--- src/rtl/pipe_stage_elastic_if.sv ---
// Handshake bundle for pipe_stage_elastic: upstream accept side, downstream
// pop side, stage flush and occupancy. The stage itself uses the slave view.
interface pipe_stage_elastic_if #(
   parameter int PAYLOAD_W = 160,
   parameter int INSTR_W   = 32,
   parameter int EXC_W     = 5
);
   logic                 Flush;
   logic                 In_Valid;
   logic                 In_Ready;
   logic                 In_Nullify;
   logic [INSTR_W-1:0]   In_Instr;
   logic [PAYLOAD_W-1:0] In_Payload;
   logic                 In_BD;
   logic [EXC_W-1:0]     In_ExcCode;
   logic                 Out_Valid;
   logic                 Out_Ready;
   logic [INSTR_W-1:0]   Out_Instr;
   logic [PAYLOAD_W-1:0] Out_Payload;
   logic                 Out_BD;
   logic [EXC_W-1:0]     Out_ExcCode;
   logic [1:0]           Occupancy;

   modport slave (
      input  Flush, In_Valid, In_Nullify, In_Instr, In_Payload, In_BD, In_ExcCode, Out_Ready,
      output In_Ready, Out_Valid, Out_Instr, Out_Payload, Out_BD, Out_ExcCode, Occupancy
   );

   modport master (
      output Flush, In_Valid, In_Nullify, In_Instr, In_Payload, In_BD, In_ExcCode, Out_Ready,
      input  In_Ready, Out_Valid, Out_Instr, Out_Payload, Out_BD, Out_ExcCode, Occupancy
   );
endinterface

--- src/rtl/pipe_stage_elastic.sv ---
// Elastic pipeline register with valid/ready handshake, optional skid entry,
// whole-stage flush and per-instruction nullify.
module pipe_stage_elastic #(
   parameter int PAYLOAD_W = 160,
   parameter int INSTR_W   = 32,
   parameter int EXC_W     = 5,
   parameter int SKID      = 1
) (
   input logic                 Clk,
   input logic                 Rst_n,
   pipe_stage_elastic_if.slave bus
);
   typedef struct packed {
      logic [INSTR_W-1:0]   instr;
      logic [PAYLOAD_W-1:0] payload;
      logic                 bd;
      logic [EXC_W-1:0]     exc;
   } entry_t;

   entry_t m_q, m_d, s_q, s_d, in_ent;
   logic   m_v_q, m_v_d, s_v_q, s_v_d;
   logic   in_ready, accept, pop;

   assign in_ent = '{instr:   bus.In_Nullify ? '0 : bus.In_Instr,
                     payload: bus.In_Payload,
                     bd:      bus.In_BD,
                     exc:     bus.In_ExcCode};

   // With a skid entry the ready is purely registered, breaking the
   // combinational ready chain back through the pipeline.
   always_comb begin
      if (!Rst_n)         in_ready = 1'b0;
      else if (SKID != 0) in_ready = !s_v_q;
      else                in_ready = !m_v_q || bus.Out_Ready;
   end

   assign accept = bus.In_Valid && in_ready;
   assign pop    = m_v_q && bus.Out_Ready;

   always_comb begin
      m_d   = m_q;
      m_v_d = m_v_q;
      s_d   = s_q;
      s_v_d = s_v_q;
      if (bus.Flush) begin
         m_d   = '0;
         m_v_d = 1'b0;
         s_d   = '0;
         s_v_d = 1'b0;
      end else if (pop && s_v_q) begin
         m_d   = s_q;
         s_d   = '0;
         s_v_d = 1'b0;
      end else if (pop && accept) begin
         m_d = in_ent;
      end else if (pop) begin
         m_d   = '0;
         m_v_d = 1'b0;
      end else if (accept && !m_v_q) begin
         m_d   = in_ent;
         m_v_d = 1'b1;
      end else if (accept && (SKID != 0)) begin
         s_d   = in_ent;
         s_v_d = 1'b1;
      end
   end

   always_ff @(posedge Clk) begin
      if (!Rst_n) begin
         m_q   <= '0;
         m_v_q <= 1'b0;
         s_q   <= '0;
         s_v_q <= 1'b0;
      end else begin
         m_q   <= m_d;
         m_v_q <= m_v_d;
         s_q   <= s_d;
         s_v_q <= s_v_d;
      end
   end

   // M fields are zeroed whenever M is empty, so bubbles read as 0.
   assign bus.In_Ready    = in_ready;
   assign bus.Out_Valid   = m_v_q;
   assign bus.Out_Instr   = m_q.instr;
   assign bus.Out_Payload = m_q.payload;
   assign bus.Out_BD      = m_q.bd;
   assign bus.Out_ExcCode = m_q.exc;
   assign bus.Occupancy   = {1'b0, m_v_q} + {1'b0, s_v_q};
endmodule

--- src/flat_wrapper.sv ---
// flat-port wrapper written by rule: the top's interface ports become plain ports
module pipe_stage_elastic_flat 
#(
   parameter int PAYLOAD_W = 160,
   parameter int INSTR_W   = 32,
   parameter int EXC_W     = 5,
   parameter int SKID      = 1
)
  (Clk, Rst_n, bus_Flush, bus_In_Valid, bus_In_Nullify, bus_In_Instr, bus_In_Payload, bus_In_BD, bus_In_ExcCode, bus_Out_Ready, bus_In_Ready, bus_Out_Valid, bus_Out_Instr, bus_Out_Payload, bus_Out_BD, bus_Out_ExcCode, bus_Occupancy);
  pipe_stage_elastic_if #(.PAYLOAD_W(PAYLOAD_W), .INSTR_W(INSTR_W), .EXC_W(EXC_W)) bus_i ();
  input logic Clk;
  input logic Rst_n;
  input wire logic [$bits(bus_i.Flush)-1:0] bus_Flush;
  input wire logic [$bits(bus_i.In_Valid)-1:0] bus_In_Valid;
  input wire logic [$bits(bus_i.In_Nullify)-1:0] bus_In_Nullify;
  input wire logic [$bits(bus_i.In_Instr)-1:0] bus_In_Instr;
  input wire logic [$bits(bus_i.In_Payload)-1:0] bus_In_Payload;
  input wire logic [$bits(bus_i.In_BD)-1:0] bus_In_BD;
  input wire logic [$bits(bus_i.In_ExcCode)-1:0] bus_In_ExcCode;
  input wire logic [$bits(bus_i.Out_Ready)-1:0] bus_Out_Ready;
  output wire logic [$bits(bus_i.In_Ready)-1:0] bus_In_Ready;
  output wire logic [$bits(bus_i.Out_Valid)-1:0] bus_Out_Valid;
  output wire logic [$bits(bus_i.Out_Instr)-1:0] bus_Out_Instr;
  output wire logic [$bits(bus_i.Out_Payload)-1:0] bus_Out_Payload;
  output wire logic [$bits(bus_i.Out_BD)-1:0] bus_Out_BD;
  output wire logic [$bits(bus_i.Out_ExcCode)-1:0] bus_Out_ExcCode;
  output wire logic [$bits(bus_i.Occupancy)-1:0] bus_Occupancy;
  assign bus_i.Flush = bus_Flush;
  assign bus_i.In_Valid = bus_In_Valid;
  assign bus_i.In_Nullify = bus_In_Nullify;
  assign bus_i.In_Instr = bus_In_Instr;
  assign bus_i.In_Payload = bus_In_Payload;
  assign bus_i.In_BD = bus_In_BD;
  assign bus_i.In_ExcCode = bus_In_ExcCode;
  assign bus_i.Out_Ready = bus_Out_Ready;
  assign bus_In_Ready = bus_i.In_Ready;
  assign bus_Out_Valid = bus_i.Out_Valid;
  assign bus_Out_Instr = bus_i.Out_Instr;
  assign bus_Out_Payload = bus_i.Out_Payload;
  assign bus_Out_BD = bus_i.Out_BD;
  assign bus_Out_ExcCode = bus_i.Out_ExcCode;
  assign bus_Occupancy = bus_i.Occupancy;
  pipe_stage_elastic #(.PAYLOAD_W(PAYLOAD_W), .INSTR_W(INSTR_W), .EXC_W(EXC_W), .SKID(SKID)) u_core (.Clk(Clk), .Rst_n(Rst_n), .bus(bus_i));
endmodule
--- config.mk ---
export PLATFORM = sky130hd
export DESIGN_NAME = pipe_stage_elastic_flat
export DESIGN_NICKNAME = d
export VERILOG_FILES = /design/src/rtl/pipe_stage_elastic_if.sv /design/src/rtl/pipe_stage_elastic.sv /design/src/flat_wrapper.sv
export SDC_FILE = /design/constraint.sdc
export NUM_CORES = 1
export LEC_CHECK = 0
export ABC_AREA = 1
export BUFFER_PORTS_ARGS = -buffer_cell sky130_fd_sc_hd__buf_4
export CORE_AREA = 3 3 308 249
export CTS_BUF_LIST = sky130_fd_sc_hd__clkbuf_2 sky130_fd_sc_hd__clkbuf_4 sky130_fd_sc_hd__clkbuf_8
export CTS_CLUSTER_DIAMETER = 100
export DETAILED_ROUTE_END_ITERATION = 8
export DIE_AREA = 0 0 311 252
export GPL_ROUTABILITY_DRIVEN = 1
export GPL_TIMING_DRIVEN = 0
export HOLD_SLACK_MARGIN = 0.05
export SYNTH_ARGS = -nofsm -noshare
export SYNTH_HDL_FRONTEND = slang
export SYNTH_SLANG_ARGS = --single-unit
--- constraint.sdc ---
create_clock -name Clk -period 3.1 [get_ports Clk]
set_input_delay 0.31 -clock Clk [delete_from_list [all_inputs] [get_ports Clk]]
set_output_delay 0.31 -clock Clk [all_outputs]
set_load 0.01 [all_outputs]
==> metrics.csv <==
stage,metric,value,unit
sta,min_period,2.84,ns
sta,worst_slew_pin_slew,1.31,ns
yosys,syn_area,19900,sq um
floorplan,dieArea,78400,sq um
detailed_routing,drtIter0Drc,1869,
detailed_routing,remaining_drc_errors,0,
setup_path,path_cells,"buf_2, inv_2, nand4_2, buf_2, buf_2, nand3_1, nand2_1, nor2_1",
yosys,synth_edf_count,0,
setup_path,arrival,3.35,ns
setup_path,worst-setup-path-type,reg -> reg,
yosys,synth_area_per_cell,6.73,sq um
grt,grt_pass1_vias,21200,
run_status,outcome,"finished, final reports clean",
setup_path,cpMaxStageDelayCell,buf_2,
pwr,leakage,12.0,nW
setup_path,reg2reg_from,u_core.bus.Out_Valid$_SDFFE_PP0P_,
yosys,yosysWarnings,0,
yosys,synth.net_count,3161,
clocking,clock_latency,0.64,ns
grt,grt_pass1_wl,125,mm
yosys,synth_cell_types,25,
yosys,synth_area_leader_cell,dfxtp_1,
yosys,synth_common_cells,"613 x nor2_1, 404 x nand3_1, 398 x dfxtp_1",
setup_path,worst-path-max-fanout,10,
setup_path,startpoint,u_core.bus.Out_Valid$_SDFFE_PP0P_,
yosys,synth_area_leaders,"dfxtp_1 40%, nor2_1 12%, nand3_1 10%, nand4_1 6.2%, nand2_1 5.3%",
min_path,hold_class,in -> reg,
cells_and_area,area_growth,39.9,%
grt,antenna_found_initial,18,
min_path,min-delay-start,Rst_n,
setup_path,crit_path_end_kind,flop,
detailed_routing,vias,22300,
setup_path,crit_family,buffers and inverters,
sta,setup_viol,0,
yosys,ys.flop_type,dfxtp_1,
setup_path,critPathMaxStageDelay,0.62,ns
floorplan,dieWidth,311,um
clocking,clk_pin_slew_worst_paths,0.06,ns
sta,slew_violations,0,
yosys,yosysMostFrequentCell,nor2_1,
grt,grt_overflow,0,
detailed_routing,dr.pass1.iters,7,
yosys,synth.yosys.seq_area_share,40.0,%
detailed_routing,routedWlPerCell,17.8,um
setup_path,startpoint_type,flop,
sta,rsz0062_at_grt,false,
clocking,cts-htree-levels,3,
setup_path,crit_top_cell,buf_2,
clocking,cts.sinks,398,
setup_path,timing.critical_path.buf_inv,4,
sta,finalCritPeriodShare,91.5,%
detailed_routing,routed_via_density,4.74,
clocking,cts_tree,yes,
floorplan,num_rows,89,
grt,grt_usage,20.4,%
floorplan,initial_utilization,27.0,%
cells_and_area,drive_above_1_share,18.1,%
flow_run,cap_violations,0,
floorplan,die_height,252,um
clocking,cts_buffer_depth,3,
sta,fmax,0.353,GHz
placement,io_buffers,405,
detailed_routing,drt_wl_total,83.8,mm
detailed_routing,postRouteAntennaNets,0,
pwr,power,12.5,mW
yosys,synthArstFlopShare,0,%
setup_path,cp.required,3.62,ns
floorplan,num_io_pins,406,
placement,dp_hpwl,59.9,mm
clocking,cts_setup_buffers,0,
yosys,synth_seq_cells,398,
yosys,post-synth-top-area-fraction,40.0,%
clocking,clock-root-buffer,clkbuf_8,
placement,place_congestion,0.837,
floorplan,core_region_area,73700,sq um
cells_and_area,utilization,37.8,%
sta,skew,0.0215,ns
pwr,ir_drop,0.224,mV
sta,fin_setup_tns,0,ns
yosys,synthCells,2956,
cells_and_area,fin_nets,3851,
sta,hold_viol,0,
sta,relSlewSlack,12.4,%
grt,grt_max_degree,11,
pwr,p_per_area,450,nW/um^2
clocking,cts_buffers,76,
path summary, 6_finish.rpt:
check                                              to  slack [ns]  cells after the start
min reg2reg              u_core.s_q[183]$_SDFFE_PP0P_        0.48                      2
max          u_core.bus.Out_Payload[117]$_SDFFE_PP0P_        0.26                      8
min                         u_core.s_v_q$_SDFFE_PP0P_        0.16                      5
max reg2reg  u_core.bus.Out_Payload[117]$_SDFFE_PP0P_        0.26                      8
placed cells by master, fill, tap and decap left out, types with 4 or more instances in the layout:
master         instances
a21boi_0             134
a21boi_1              32
a21oi_1               40
buf_1                 15
buf_2                110
buf_4                416
clkbuf_1             164
clkbuf_4              31
clkbuf_8              89
clkinv_2               5
dfxtp_1              398
diode_2               10
dlygate4sd3_1        207
inv_1                200
inv_2                  4
nand2_1              280
nand3_1              404
nand4_1              198
nor2_1               613
nor3_1               166
o21ai_0              103
o21ai_1               71
where the power goes:
group          internal [mW]  switching, mW  total (mW)
clock                   3.12           2.36        5.48
sequential              5.22         0.0607        5.28
combinational          0.786          0.992        1.78
total                   9.13           3.41        12.5
layout make-up:
type | count | area [sq um]
antenna | 10 | 25.0
timing repair buffer | 612 | 5110
multi-input combinational | 2051 | 9850
sequential | 398 | 7970
clock inverter | 7 | 87.6
inverter | 205 | 771
tap | 1001 | 1250
fill | 7939 | 45900
clock buffer | 120 | 1460
buffer | 302 | 1320
logic make-up (layout without fill, tap and decap cells):
family	Yosys count	in the layout	synth area share, %
AND/OR/NAND/NOR	1669	1669	37.7
other	0	10	0
adder cells (fa/ha/maj)	1	1	0.0629
AO/OA/AOI/OAI	381	381	11.7
buffers and inverters	507	1246	10.5
flip-flops	398	398	40.0
tightest hold or removal path, stage by stage:
cell and delay [ns]:
buf_4 0.13, inv_2 0.06, nor2_2 0.05, nand2_4 0.14, nor2_1 0.06
metrics by stage:
| step | setup WS [ns] | cells | area, sq um | hold slack [ns] |
|---|---|---|---|---|
| final | 0.264 | 4706 | 27800 | 0.161 |
| after global routing | 0.146 | 4702 | 27800 | 0.130 |
| after CTS | 0.0702 | 4696 | 27800 | 0.0734 |
| after detailed placement | 0.106 | 4362 | 24200 | 0.472 |
| after global placement | 0.128 | 4362 | 24200 | 0.464 |
| after floorplan | 1.60 | 2956 | 19900 | 0.452 |
timing repair:
action                     CTS  global route
hold endpoints to repair   375             0
gates cloned                 0             0
hold buffers               207             0
gates resized for setup      1             2
setup endpoints to repair    1            16
layer usage:
metal / track usage (%) / vias to the layer above / wire length, um
li1: - / 11200 / -
met1: 27.3 / 10300 / 38100
met2: 32.7 / 661 / 37600
met3: 5.12 / 116 / 6190
met4: 5.39 / 16 / 1870
met5: 0 / - / 87
state kept, by name, indices dropped and copies added (netlist names):
signal and cells:
u_core.bus.Out_Instr 32, u_core.bus.Out_BD 1, u_core.bus.Out_Payload 160, u_core.s_q 198, u_core.bus.Out_Valid 1, u_core.s_v_q 1
u_core.bus.Out_ExcCode 5
(Power assumes the default switching activity.)
